File: src/rtl/ladybird_bus_arbiter_pkg.sv
// rtl/ladybird_bus_arbiter_pkg.sv - ladybird_config package: arbiter state and requester-id types
// Shared by ladybird_bus_arbiter and ladybird_rr_picker.
package ladybird_config;

  localparam int XLEN = 32;

  typedef enum logic [1:0] {
    IDLE = 2'd0,
    ADDR = 2'd1,
    DATA = 2'd2
  } arb_state_t;

  typedef logic req_id_t;

  localparam req_id_t REQ_IFETCH = 1'b0;
  localparam req_id_t REQ_DATA   = 1'b1;

endpackage

File: src/rtl/ladybird_rr_picker.sv
// rtl/ladybird_rr_picker.sv - two-requester picker, one-hot grant
// LADYBIRD_ARB_ROUND_ROBIN_EN: tie goes to ptr; otherwise m1 (data) wins every tie.
module ladybird_rr_picker
  import ladybird_config::*;
(
  input  logic       req0,
  input  logic       req1,
  input  req_id_t    ptr,
  output logic [1:0] gnt
);

`ifndef LADYBIRD_ARB_ROUND_ROBIN_EN
  logic unused_ptr;
  assign unused_ptr = ptr;
`endif

  always_comb begin
    gnt = {req1, req0};
    if (req0 && req1) begin
`ifdef LADYBIRD_ARB_ROUND_ROBIN_EN
      gnt = (ptr == REQ_DATA) ? 2'b10 : 2'b01;
`else
      gnt = 2'b10;
`endif
    end
  end

endmodule

File: src/rtl/ladybird_bus_arbiter.sv
// rtl/ladybird_bus_arbiter.sv - two-master to one-bus arbiter, one transaction outstanding
// LADYBIRD_ARB_ROUND_ROBIN_EN selects round-robin tie breaking; default is fixed priority.
module ladybird_bus_arbiter
  import ladybird_config::*;
#(
  parameter int XLEN = ladybird_config::XLEN
) (
  input  logic              clk,
  input  logic              anrst,
  input  logic              nrst,
  input  logic              m0_req,
  input  logic [XLEN-1:0]   m0_addr,
  input  logic [XLEN-1:0]   m0_wdata,
  input  logic [XLEN/8-1:0] m0_wstrb,
  output logic              m0_gnt,
  output logic              m0_data_gnt,
  output logic [XLEN-1:0]   m0_rdata,
  input  logic              m1_req,
  input  logic [XLEN-1:0]   m1_addr,
  input  logic [XLEN-1:0]   m1_wdata,
  input  logic [XLEN/8-1:0] m1_wstrb,
  output logic              m1_gnt,
  output logic              m1_data_gnt,
  output logic [XLEN-1:0]   m1_rdata,
  output logic              bus_req,
  output logic [XLEN-1:0]   bus_addr,
  output logic [XLEN-1:0]   bus_wdata,
  output logic [XLEN/8-1:0] bus_wstrb,
  input  logic              bus_gnt,
  input  logic              bus_data_gnt,
  input  logic [XLEN-1:0]   bus_rdata
);

  arb_state_t        state_q, state_d;
  req_id_t           owner_q, owner_d;
  logic [XLEN-1:0]   addr_q, addr_d;
  logic [XLEN-1:0]   wdata_q, wdata_d;
  logic [XLEN/8-1:0] wstrb_q, wstrb_d;
  req_id_t           ptr;
  logic [1:0]        pick;

  ladybird_rr_picker u_picker (
    .req0 (m0_req),
    .req1 (m1_req),
    .ptr  (ptr),
    .gnt  (pick)
  );

`ifdef LADYBIRD_ARB_ROUND_ROBIN_EN
  req_id_t ptr_q, ptr_d;
  assign ptr = ptr_q;
`else
  assign ptr = REQ_IFETCH;
`endif

  always_comb begin
    state_d = state_q;
    owner_d = owner_q;
    addr_d  = addr_q;
    wdata_d = wdata_q;
    wstrb_d = wstrb_q;
`ifdef LADYBIRD_ARB_ROUND_ROBIN_EN
    ptr_d   = ptr_q;
`endif
    case (state_q)
      IDLE: begin
        if (pick != 2'b00) begin
          owner_d = pick[1] ? REQ_DATA : REQ_IFETCH;
          addr_d  = pick[1] ? m1_addr  : m0_addr;
          wdata_d = pick[1] ? m1_wdata : m0_wdata;
          wstrb_d = pick[1] ? m1_wstrb : m0_wstrb;
          state_d = ADDR;
        end
      end
      ADDR: if (bus_gnt) state_d = DATA;
      DATA: begin
        if (bus_data_gnt) begin
          state_d = IDLE;
`ifdef LADYBIRD_ARB_ROUND_ROBIN_EN
          // The requester just served loses the next tie.
          ptr_d   = ~owner_q;
`endif
        end
      end
      default: state_d = IDLE;
    endcase
    if (!nrst) begin
      state_d = IDLE;
      owner_d = REQ_IFETCH;
      addr_d  = '0;
      wdata_d = '0;
      wstrb_d = '0;
`ifdef LADYBIRD_ARB_ROUND_ROBIN_EN
      ptr_d   = REQ_IFETCH;
`endif
    end
  end

  always_ff @(posedge clk or negedge anrst) begin
    if (!anrst) begin
      state_q <= IDLE;
      owner_q <= REQ_IFETCH;
      addr_q  <= '0;
      wdata_q <= '0;
      wstrb_q <= '0;
`ifdef LADYBIRD_ARB_ROUND_ROBIN_EN
      ptr_q   <= REQ_IFETCH;
`endif
    end else begin
      state_q <= state_d;
      owner_q <= owner_d;
      addr_q  <= addr_d;
      wdata_q <= wdata_d;
      wstrb_q <= wstrb_d;
`ifdef LADYBIRD_ARB_ROUND_ROBIN_EN
      ptr_q   <= ptr_d;
`endif
    end
  end

  // Pulses are only forwarded in the state that expects them; strays are dropped.
  always_comb begin
    bus_req     = (state_q == ADDR);
    bus_addr    = bus_req ? addr_q  : '0;
    bus_wdata   = bus_req ? wdata_q : '0;
    bus_wstrb   = bus_req ? wstrb_q : '0;
    m0_gnt      = bus_req && bus_gnt && (owner_q == REQ_IFETCH);
    m1_gnt      = bus_req && bus_gnt && (owner_q == REQ_DATA);
    m0_data_gnt = (state_q == DATA) && bus_data_gnt && (owner_q == REQ_IFETCH);
    m1_data_gnt = (state_q == DATA) && bus_data_gnt && (owner_q == REQ_DATA);
    m0_rdata    = m0_data_gnt ? bus_rdata : '0;
    m1_rdata    = m1_data_gnt ? bus_rdata : '0;
  end

endmodule

File: config.mk
export PLATFORM = sky130hd
export DESIGN_NAME = ladybird_bus_arbiter
export DESIGN_NICKNAME = d
export VERILOG_FILES = /design/src/rtl/ladybird_bus_arbiter_pkg.sv /design/src/rtl/ladybird_rr_picker.sv /design/src/rtl/ladybird_bus_arbiter.sv
export SDC_FILE = /design/constraint.sdc
export NUM_CORES = 1
export LEC_CHECK = 0
export BUFFER_PORTS_ARGS = -buffer_cell sky130_fd_sc_hd__buf_2
export CORE_MARGIN = 5
export CORE_UTILIZATION = 30
export CTS_CLUSTER_DIAMETER = 100
export DETAILED_ROUTE_END_ITERATION = 10
export GPL_ROUTABILITY_DRIVEN = 0
export PLACE_DENSITY = 0.58
export RECOVER_POWER = 100
export SKIP_LAST_GASP = 1
export SLEW_MARGIN = 15
export SYNTH_ARGS = -nofsm -noshare
export SYNTH_HDL_FRONTEND = slang
export SYNTH_HIERARCHICAL = 1
export SYNTH_SLANG_ARGS = --single-unit
File: constraint.sdc
create_clock -name clk -period 2.1 [get_ports clk]
set_clock_uncertainty 0.15 [all_clocks]
set_input_delay 0.21 -clock clk [delete_from_list [all_inputs] [get_ports clk]]
set_output_delay 0.21 -clock clk [all_outputs]
set_load 0.05 [all_outputs]
==> results.txt, run 1 <==
----------------------------------------------------
[Logic synthesis]
  Post-synth net total ... 637
  Synthesized area divided by synthesized cell count ... roughly 10 sq um
  Syn Inst Count ... ~460
  Netlist area before placement ... between 0.004 and 0.005 sq mm
  Synthesis warning total ... 6

[Job]
  Max-cap violations ... 0

[Timing]
  Worst slew margin relative to its limit ... about two fifths
  F_max ... about 490 MHz
  Worst slew pin tran ... between 900 and 1000 ps
  Final hold slack ... ~54 ps
  Final sum of negative setup slack ... 0 ps
  Number of hold-slack violations in the final timing report ... 0
  Final setup violation count ... 0
  RSZ-0062 raised after global routing ... false
  Max Slew Vio Count ... 0
  Shortest clock period the worst path allows after layout ... around 2000 ps
  Share of the cycle needed by the critical path after routing ... a little over nine tenths

[Floorplan]
  Die ar. ... 0.01793 sq mm
  Core footprint ... about 0.015 sq mm
  Starting Density ... a little under a third
  IO Pins ... between 300 and 400
  Height of the die ... between 100 and 150 um
  Placement Rows ... 45
  Horiz. Die Dim ... ~130 um

[Placement]
  IO buf count ... ~310
  Area of placed instances ... around 0.0064 sq mm
  HPWL after DPL ... approximately 11000 um
  Number of placed instances with taps included ... a little over 900

[Min path]
  Path class of the lowest-slack min-delay path ... in2reg
  Worst hold start ... bus_data_gnt

[GRT]
  Total GRT Usage ... 15.30%
  First-pass GRT wire length ... 22320 um
  Pin count of the biggest net entering global routing ... between 50 and 60
  Initial antenna violation count ... 0
  Total grt overflow ... 0
  Number of global-route vias before repair ... about 4400

[Clock tree]
  Sink Count ... 71
  Clock Path Buffers ... 2
  H-tree levels ... 3
  Root Buffer ... sky130_fd_sc_hd__clkbuf_16
  Number of buffers added by the clock tree synthesis step ... 9
  CTS clock-pin slew for the worst setup and hold paths ... roughly 50 ps
  Clk Latency, worst-skew pair ... between 300 and 400 ps
  TritonCTS clock tree ... built

[Critical path]
  Cell-by-cell trace of the critical path ... and4bb_4 -> and2_1 -> clkbuf_2
  Worst Setup End Kind ... primary output
  WP buf/inv ... 1
  Largest stage delay, worst path ... around 470 ps
  Slowest-stage cell, CP ... sky130_fd_sc_hd__and4bb_4
  Endpoint required time on the critical path ... 1740 ps
  Critical Path Source Type ... flip-flop
  Beginning of the critical path ... owner_q
  Critical path class ... reg2out
  Category of cells accounting for the largest share of critical-path delay ... simple AND/OR/NAND/NOR gates
  Worst Path Arrival ... about 1700 ps
  Startpoint of the most critical register-to-register path ... state_q[0]
  Maximum fanout count along the critical path ... 17

[Outcome]
  Status ... complete, no violations

[Final layout]
  Finished Layout Cells ... between 900 and 1000
  Layout cell share with drive strength beyond 1 ... around half
  Area occupied by multi-input gates ... 0.002673 sq mm
  Diode count ... 0
  Layout overhead on the synthesized area ... 46.71%
  Post-route cell area ... around 0.0068 sq mm
  Layout filler cell count ... between 1500 and 2000
  Final #Nets ... roughly 940
  Area taken by flip-flops and latches ... 0.001779 sq mm

[Routing]
  Total Wirelength ... between 10000 and 15000 um
  Vias per Instance ... roughly 4.5
  Vias ... roughly 4300
  Number of optimization iterations in the first detailed-route pass ... 4
  Initial DRC Count ... a little over 100
  Count of antenna-violating nets left after detailed routing ... 0
  # DRC ... 0
  Per-cell routed wire length ... 15.05 um

[Power]
  Power per Cell Area ... between 600 and 700 mW/mm^2
  Total Power Consumption ... roughly 4.3 mW
  Static leakage power ... ~3.8 nW
  Max VDD drop ... roughly 370 uV

----------------------------------------------------
-- cells in the final DEF (no fill, tap or decap), types with 2 or more instances in the layout --
master and count:
sky130_fd_sc_hd__nand2_1 2, sky130_fd_sc_hd__a21oi_1 2, sky130_fd_sc_hd__mux2_1 20, sky130_fd_sc_hd__nor2_1 70
sky130_fd_sc_hd__buf_12 7, sky130_fd_sc_hd__dfrtp_2 2, sky130_fd_sc_hd__clkbuf_2 100, sky130_fd_sc_hd__buf_4 4
sky130_fd_sc_hd__clkbuf_1 5, sky130_fd_sc_hd__and2_1 128, sky130_fd_sc_hd__mux2i_1 68, sky130_fd_sc_hd__mux2_2 48
sky130_fd_sc_hd__clkbuf_4 11, sky130_fd_sc_hd__dlygate4sd3_1 2, sky130_fd_sc_hd__and2_0 4, sky130_fd_sc_hd__buf_2 198
sky130_fd_sc_hd__dfrtp_1 69, sky130_fd_sc_hd__clkbuf_16 9, sky130_fd_sc_hd__and4bb_4 2
-- final timing paths --
check	slack, ps	end	cells after the start
max	70	m0_rdata[18]	3
min	50	state_q[1]	3
max reg2reg	140	wstrb_q[1]	4
min reg2reg	330	wdata_q[14]	1
max in group asynchronous	680	wdata_q[24]	3
min in group asynchronous	390	addr_q[20]	2
-- worst min-delay path, stage by stage --
cell and delay (ps):
sky130_fd_sc_hd__buf_2 110, sky130_fd_sc_hd__or3b_2 110, sky130_fd_sc_hd__a21oi_1 50
-- cell type report --
cell class | instances | share of cell area [%]
multi-input combinational | 354 | 39.56
sequential | 71 | 26.34
tap | 188 | 3.482
timing repair buffer | 324 | 26.23
clock inverter | 3 | 0.6297
inverter | 1 | 0.05557
clock buffer | 13 | 3.704
-- per-stage QoR --
stage	utilization, %	worst slack, ps
after floorplan	-	109.5
after global placement	42.18	199.7
after detailed placement	42.18	158.0
after CTS	44.54	8.431
after global routing	44.60	1.941
final	44.60	72.44
-- layer usage --
metal  up-vias  global-route usage [%]  wire length [um]
met2       170                   25.32              7056
met4         0                   4.571               168
li1       2123                       -                 -
met3        11                   4.914              1147
met5         -                       0                 0
met1      2023                   19.12              5984
-- what timing repair did --
action / in CTS / in global routing
setup endpoints to repair: 66 / 42
resized for setup: 13 / 9
hold endpoints to repair: 34 / 0
buffers inserted: 0 / 1
hold buffers: 2 / 0
pin swaps: 1 / 0
gates cloned: 1 / 0
-- state kept, by name, indices dropped and copies added (netlist names) --
register / cells
addr_q: 32
owner_q: 1
state_q: 2
wdata_q: 32
wstrb_q: 4
-- report_power, final --
| group | total [mW] | internal, mW | switching, mW |
|---|---|---|---|
| registers | 1.59 | 1.52 | 0.0717 |
| clock network | 1.50 | 0.951 | 0.546 |
| logic | 1.17 | 0.475 | 0.698 |
| total | 4.26 | 2.94 | 1.32 |
No activity file was read; power rests on OpenSTA's default activity.
==> run 2: changes to the inputs <==
--- a/config.mk
+++ b/config.mk
@@ -14,7 +14,6 @@
 export PLACE_DENSITY = 0.58
 export RECOVER_POWER = 100
 export SKIP_LAST_GASP = 1
-export SLEW_MARGIN = 15
 export SYNTH_ARGS = -nofsm -noshare
 export SYNTH_HDL_FRONTEND = slang
 export SYNTH_HIERARCHICAL = 1
==> constraint.sdc (replaced) <==
create_clock -name clk -period 1.91 [get_ports clk]
set_clock_uncertainty 0.15 [all_clocks]
set_input_delay 0.191 -clock clk [delete_from_list [all_inputs] [get_ports clk]]
set_output_delay 0.191 -clock clk [all_outputs]
set_load 0.05 [all_outputs]
==> results.txt, run 2 (synthesis results as in run 1) <==
----------------------------------------------------
[Critical path]
  Worst Path Arrival ... 1610 ps (was 1670 ps)
  Endpoint required time on the critical path ... 1570 ps (was 1740 ps)
  Worst reg2reg endpoint ... addr_q[20] (was wstrb_q[1])
  Flop-to-flop setup slack ... 0 ps (was 140 ps)
  Maximum fanout count along the critical path ... 16 (was 17)
  Critical path class ... reg2out (unchanged)
  Largest stage delay, worst path ... 400 ps (was 470 ps)
  Cell count of the worst reg-to-reg path ... 5 (was 4)
  Beginning of the critical path ... owner_q (unchanged)
  Slowest-stage cell, CP ... sky130_fd_sc_hd__dfrtp_1 (was sky130_fd_sc_hd__and4bb_4)
  Worst Setup End Kind ... primary output (unchanged)
  Cell-by-cell trace of the critical path ... and4bb_4 -> clkbuf_16 -> and2_2 -> buf_6 (was and4bb_4 -> and2_1 -> clkbuf_2)
  Startpoint of the most critical register-to-register path ... state_q[0] (unchanged)
  Critical Path Source Type ... flip-flop (unchanged)

[Clock tree]
  Number of buffers added by the clock tree synthesis step ... 9 (unchanged)
  Clock Path Buffers ... 2 (unchanged)
  Root Buffer ... sky130_fd_sc_hd__clkbuf_16 (unchanged)
  Sink Count ... 71 (unchanged)
  H-tree levels ... 3 (unchanged)
  TritonCTS clock tree ... built (unchanged)
  Clk Latency, worst-skew pair ... 330 ps (was 320 ps)
  CTS clock-pin slew for the worst setup and hold paths ... 60 ps (was 50 ps)

[Floorplan]
  Die ar. ... 0.01793 sq mm (unchanged)
  Horiz. Die Dim ... 133.9 um (unchanged)
  IO Pins ... 312 (unchanged)
  Core footprint ... 0.01515 sq mm (unchanged)
  Placement Rows ... 45 (unchanged)
  Height of the die ... 133.9 um (unchanged)
  Starting Density ... 30.40% (unchanged)

[Timing]
  F_max ... about 510 MHz
  Share of the cycle needed by the critical path after routing ... 102.0%
  Worst slew pin tran ... 874.6 ps (was 921.7 ps)
  Worst slew margin relative to its limit ... 41.69% (was 38.55%)
  Shortest clock period the worst path allows after layout ... 1949 ps
  Max Slew Vio Count ... 0 (unchanged)
  RSZ-0062 raised after global routing ... true (was false)
  Final setup violation count ... 33 (was 0)
  Final sum of negative setup slack ... -598.1 ps (was 0 ps)
  Number of hold-slack violations in the final timing report ... 0 (unchanged)
  Final setup slack of the worst path ... -39.13 ps (was 72.44 ps)

[Power]
  Power per Cell Area ... 665.6 mW/mm^2 (was 630.8 mW/mm^2)
  Static leakage power ... 4.268 nW (was 3.803 nW)
  Total Power Consumption ... 5.375 mW (was 4.261 mW)
  Max VDD drop ... 470.4 uV (was 374.3 uV)

[Final layout]
  Layout overhead on the synthesized area ... 75.38% (was 46.71%)
  Layout filler cell count ... 1315 (was 1514)
  Area taken by flip-flops and latches ... 0.001779 sq mm (unchanged)
  Most used cells in the layout excluding fill and tap cells ... sky130_fd_sc_hd__buf_2, sky130_fd_sc_hd__buf_6, sky130_fd_sc_hd__nor2_1 (was sky130_fd_sc_hd__buf_2, sky130_fd_sc_hd__and2_1, sky130_fd_sc_hd__clkbuf_2)
  Final #Nets ... 955 (was 936)
  Diode count ... 0 (unchanged)
  Area occupied by multi-input gates ... 0.002803 sq mm (was 0.002673 sq mm)
  Largest registers in the final layout ... addr_q (32), wdata_q (32), wstrb_q (4) (unchanged)
  Layout cell share with drive strength beyond 1 ... 61.15% (was 51.04%)
  Most common cell after layout, fill and taps aside ... sky130_fd_sc_hd__buf_2 (unchanged)

[Routing]
  Vias ... 4478 (was 4327)
  Vias per Instance ... 4.602 (was 4.536)
  Count of antenna-violating nets left after detailed routing ... 0 (unchanged)
  Number of optimization iterations in the first detailed-route pass ... 7 (was 4)
  Per-cell routed wire length ... 17.09 um (was 15.05 um)
  # DRC ... 0 (unchanged)
  Initial DRC Count ... 130 (was 103)
  Total Wirelength ... 16630 um (was 14360 um)

[Min path]
  Path class of the lowest-slack min-delay path ... in2reg (unchanged)
  Hold Crit Depth ... 4 (was 3)
  Hold EP ... wdata_q[13] (was state_q[1])
  Worst hold start ... m0_wdata[13] (was bus_data_gnt)

[Outcome]
  Status ... finished, violations left (was complete, no violations)
  Violations in the final reports ... setup timing

[Placement]
  Worst setup slack after placement ... 66.89 ps (was 158.0 ps)
  IO buf count ... 311 (unchanged)
  HPWL after DPL ... 11130 um (was 11210 um)

[GRT]
  Pin count of the biggest net entering global routing ... 41 (was 57)
  Initial antenna violation count ... 1 (was 0)
  Number of global-route vias before repair ... 4656 (was 4446)
  Total grt overflow ... 0 (unchanged)
  First-pass GRT wire length ... 23270 um (was 22320 um)
  Total GRT Usage ... 15.90% (was 15.30%)

[Job]
  Max-cap violations ... 0 (unchanged)

----------------------------------------------------
-- run 2: cell count changes in the layout (fill, tap and decap cells not counted), sizes merged --
cell,before,now
buf,209,332
bufinv,1,3
clkbuf,126,20
dlygate4sd3,2,3
clkinvlp,1,0
clkinv,1,2
and4bb,2,1
-- run 2: metrics by stage --
stage	utilization (%)	hold WS (ps)	cells	area (sq um)
2_1_floorplan	-	-254.6	462	4643
3_3_place_gp	42.58	24.42	936	6449
3_5_place_dp	42.58	26.78	936	6449
4_1_cts	48.85	48.16	957	7398
5_1_grt	53.32	73.26	973	8075
6_report	53.32	66.07	973	8075
-- run 2: layout make-up --
cell class	instances	share of cell area, %
clock buffer	11	3.130
clock inverter	5	1.286
inverter	1	0.04648
multi-input combinational	353	34.71
sequential	71	22.03
tap	188	2.913
timing repair buffer	344	35.88
-- run 2: report_power, final --
| group | leakage [nW] | total [mW] | internal, mW | switching, mW |
|---|---|---|---|---|
| Clock | 0.176 | 1.98 | 1.35 | 0.632 |
| Sequential | 0.913 | 1.76 | 1.67 | 0.0891 |
| Combinational | 3.18 | 1.64 | 0.776 | 0.860 |
| Total | 4.27 | 5.37 | 3.79 | 1.58 |
-- run 2: what timing repair did --
| action | 4_1_cts | 5_1_grt |
|---|---|---|
| pin swaps | 0 | 14 |
| buffers inserted | 2 | 5 |
| resized for setup | 188 | 157 |
| cloned | 0 | 11 |
| hold buffers | 3 | 0 |
| hold endpoints to repair | 35 | 0 |
| setup endpoints to repair | 137 | 161 |
-- run 2: layer usage --
metal	up-vias	routed length, um	GRT usage (%)
li1	2161	-	-
met1	2106	6729	19.03
met2	184	8408	27.51
met3	27	1181	4.651
met4	0	313	5.086
met5	-	0	0
-- run 2: critical path, delay by kind of cell, from the launching register on --
kind,cells,cell delay [ps]
and+or+nand+nor,2,540
DFF,1,400
buffers and inverters,2,320
-- run 2: worst max-delay path by stage --
| stage | end | cells after the start |
|---|---|---|
| 2_1_floorplan | bus_wdata[25] | 4 |
| 3_3_place_gp | addr_q[26] | 6 |
| 3_5_place_dp | addr_q[26] | 6 |
| 4_1_cts | m0_rdata[2] | 4 |
| 5_1_grt | m0_rdata[22] | 4 |
| 6_report | m0_rdata[22] | 4 |
==> run 3: changes to the inputs <==
==> constraint.sdc (replaced) <==
create_clock -name clk -period 1.91 [get_ports clk]
set_clock_uncertainty 0.15 [all_clocks]
set_input_delay 0.191 -clock clk [delete_from_list [all_inputs] [get_ports clk]]
set_output_delay 0.191 -clock clk [all_outputs]
set_load 0.02 [all_outputs]
==> results.txt, run 3 (synthesis results as in run 1) <==
----------------------------------------------------
[Outcome]
  Status ... finished, violations left (unchanged)
  Violations in the final reports ... setup timing (unchanged)

[Power]
  Cell internal pwr ... 3.714 mW (was 3.793 mW)
  Switching power share of the total ... 26.05% (was 29.42%)
  Clock group share of total power ... 39.1% (was 36.8%)
  Portion of total power attributed to sequential cells ... 35.0% (was 32.7%)
  Sw power ... 1.309 mW (was 1.581 mW)
  Static leakage power ... 4.118 nW (was 4.268 nW)
  Max VDD drop ... 503.7 uV (was 470.4 uV)
  Power per Cell Area ... 678.5 mW/mm^2 (was 665.6 mW/mm^2)
  Combinational Power Share ... 25.9% (was 30.5%)
  Total Power Consumption ... 5.023 mW (was 5.375 mW)

[Final layout]
  Layout cell share with drive strength beyond 1 ... 56.54% (was 61.15%)
  Share of the core filled with cells in the final layout ... 48.88% (was 53.32%)
  Post-route cell area ... 0.007403 sq mm (was 0.008075 sq mm)
  Most common cell after layout, fill and taps aside ... sky130_fd_sc_hd__buf_2 (unchanged)
  Diode count ... 0 (unchanged)
  Finished Layout Cells ... 968 (was 973)
  Largest registers in the final layout ... addr_q (32), wdata_q (32), wstrb_q (4) (unchanged)
  Most used cells in the layout excluding fill and tap cells ... sky130_fd_sc_hd__buf_2, sky130_fd_sc_hd__and2_1, sky130_fd_sc_hd__nor2_1 (was sky130_fd_sc_hd__buf_2, sky130_fd_sc_hd__buf_6, sky130_fd_sc_hd__nor2_1)
  Final #Nets ... 950 (was 955)
  Layout overhead on the synthesized area ... 60.79% (was 75.38%)

[Critical path]
  Category of cells accounting for the largest share of critical-path delay ... buffers and inverters (was simple AND/OR/NAND/NOR gates)
  Most numerous cell on the critical path ... sky130_fd_sc_hd__buf_6
  Beginning of the critical path ... state_q[1] (was owner_q)
  Worst Path Arrival ... 1620 ps (was 1610 ps)
  Startpoint of the most critical register-to-register path ... state_q[0] (unchanged)
  Largest stage delay, worst path ... 400 ps (about the same)
  Maximum fanout count along the critical path ... 14 (was 16)
  WP buf/inv ... 4 (was 2)
  Critical path class ... reg2out (unchanged)
  Worst Setup End Kind ... primary output (unchanged)
  Endpoint required time on the critical path ... 1570 ps (about the same)
  Cell-by-cell trace of the critical path ... buf_6 -> nor2b_4 -> buf_12 -> clkbuf_16 -> and2_1 -> buf_6 (was and4bb_4 -> clkbuf_16 -> and2_2 -> buf_6)
  Slowest-stage cell, CP ... sky130_fd_sc_hd__dfrtp_1 (unchanged)
  Critical Path Source Type ... flip-flop (unchanged)

[GRT]
  Initial antenna violation count ... 0 (was 1)
  Number of global-route vias before repair ... 4595 (was 4656)
  Total grt overflow ... 0 (unchanged)
  Total GRT Usage ... 15.91% (was 15.90%)
  Pin count of the biggest net entering global routing ... 40 (was 41)
  First-pass GRT wire length ... 23240 um (was 23270 um)

[Floorplan]
  Starting Density ... 30.40% (unchanged)
  IO Pins ... 312 (unchanged)
  Height of the die ... 133.9 um (unchanged)
  Placement Rows ... 45 (unchanged)
  Horiz. Die Dim ... 133.9 um (unchanged)
  Die ar. ... 0.01793 sq mm (unchanged)
  Core footprint ... 0.01515 sq mm (unchanged)

[Timing]
  Final setup violation count ... 91 (was 33)
  Final setup slack of the worst path ... -51.41 ps (was -39.13 ps)
  Worst slew margin relative to its limit ... 44.40% (was 41.69%)
  RSZ-0062 raised after global routing ... true (unchanged)
  Shortest clock period the worst path allows after layout ... 1961 ps (was 1949 ps)
  Share of the cycle needed by the critical path after routing ... 102.7% (was 102.0%)
  Max Slew Vio Count ... 0 (unchanged)
  Worst slew pin tran ... 834.0 ps (was 874.6 ps)
  F_max ... 509.8 MHz (was 513.1 MHz)
  Number of hold-slack violations in the final timing report ... 0 (unchanged)

[Routing]
  Count of antenna-violating nets left after detailed routing ... 0 (unchanged)
  Vias ... 4423 (was 4478)
  # DRC ... 0 (unchanged)
  Per-cell routed wire length ... 15.87 um (was 17.09 um)
  Number of optimization iterations in the first detailed-route pass ... 4 (was 7)
  Total Wirelength ... 15370 um (was 16630 um)
  Initial DRC Count ... 132 (was 130)
  Vias per Instance ... 4.569 (was 4.602)

[Clock tree]
  Clock Path Buffers ... 2 (unchanged)
  Number of buffers added by the clock tree synthesis step ... 9 (unchanged)
  Root Buffer ... sky130_fd_sc_hd__clkbuf_16 (unchanged)
  TritonCTS clock tree ... built (unchanged)
  H-tree levels ... 3 (unchanged)
  Sink Count ... 71 (unchanged)
  CTS clock-pin slew for the worst setup and hold paths ... 50 ps (was 60 ps)
  Clk Latency, worst-skew pair ... 330 ps (about the same)

[Placement]
  HPWL after DPL ... 11520 um (was 11130 um)
  Number of placed instances with taps included ... 937 (was 936)
  Area of placed instances ... 0.006434 sq mm (was 0.006449 sq mm)
  Worst setup slack after placement ... 76.42 ps (was 66.89 ps)
  IO buf count ... 311 (unchanged)

[Job]
  Max-cap violations ... 0 (unchanged)

[Min path]
  Path class of the lowest-slack min-delay path ... in2reg (unchanged)
  Worst hold start ... bus_data_gnt (was m0_wdata[13])

----------------------------------------------------
## run 3: final cells by class
cell class | instances | area (sq um)
repair buffers | 339 | 2277
multi-input cells | 353 | 2751
clock buffers | 11 | 252.7
well taps | 188 | 235.2
clock inverters | 5 | 103.9
inverters | 1 | 3.754
fillers | 1429 | 7742
flip-flops and latches | 71 | 1779
## run 3: worst min-delay path, delay by kind of cell
kind,cells,cell delay (ps)
compound gates,1,70
buf+inv,1,90
simple gates,1,120
## run 3: path summary, 6_finish.rpt
path | to | slack, ps | depth (start not counted)
max | bus_addr[4] | -50 | 6
min reg2reg | wdata_q[20] | 330 | 1
min in group asynchronous | wdata_q[12] | 340 | 2
max in group asynchronous | wdata_q[6] | 400 | 3
max reg2reg | addr_q[30] | 40 | 4
min | state_q[1] | 40 | 3
## run 3: power groups by stage
stage / sequential [mW] / combinational [mW] / clock (mW)
after detailed placement: 1.77 / 1.09 / 0
final: 1.76 / 1.30 / 1.97
after floorplan: 1.74 / 0.641 / 0
after CTS: 1.75 / 1.22 / 2.02
after global routing: 1.78 / 1.41 / 2.08
after global placement: 1.77 / 1.06 / 0
## run 3: through the flow
stage          hold WS [ps]  TNS [ps]
6_report              39.42     -1730
5_1_grt               36.03     -9881
4_1_cts              -5.155     -1520
3_5_place_dp          17.45         0
3_3_place_gp          8.870         0
2_1_floorplan        -254.6         0
## run 3: timing repair
item                       4_1_cts  5_1_grt
pin swaps                        0       20
cloned                           2        4
hold buffers                     2        0
resized for setup               82       63
hold endpoints to repair        34        0
buffers inserted                 7        0
setup endpoints to repair      133      133
## run 3: per-layer routing
metal	share of wire (%)	GRT usage [%]	vias to the layer above	wire, um
met5	0	0	-	0
met4	1.1	3.543	0	172
met3	7.3	4.726	14	1126
met2	49	26.33	168	7544
met1	42	20.60	2091	6522
li1	-	-	2150	-
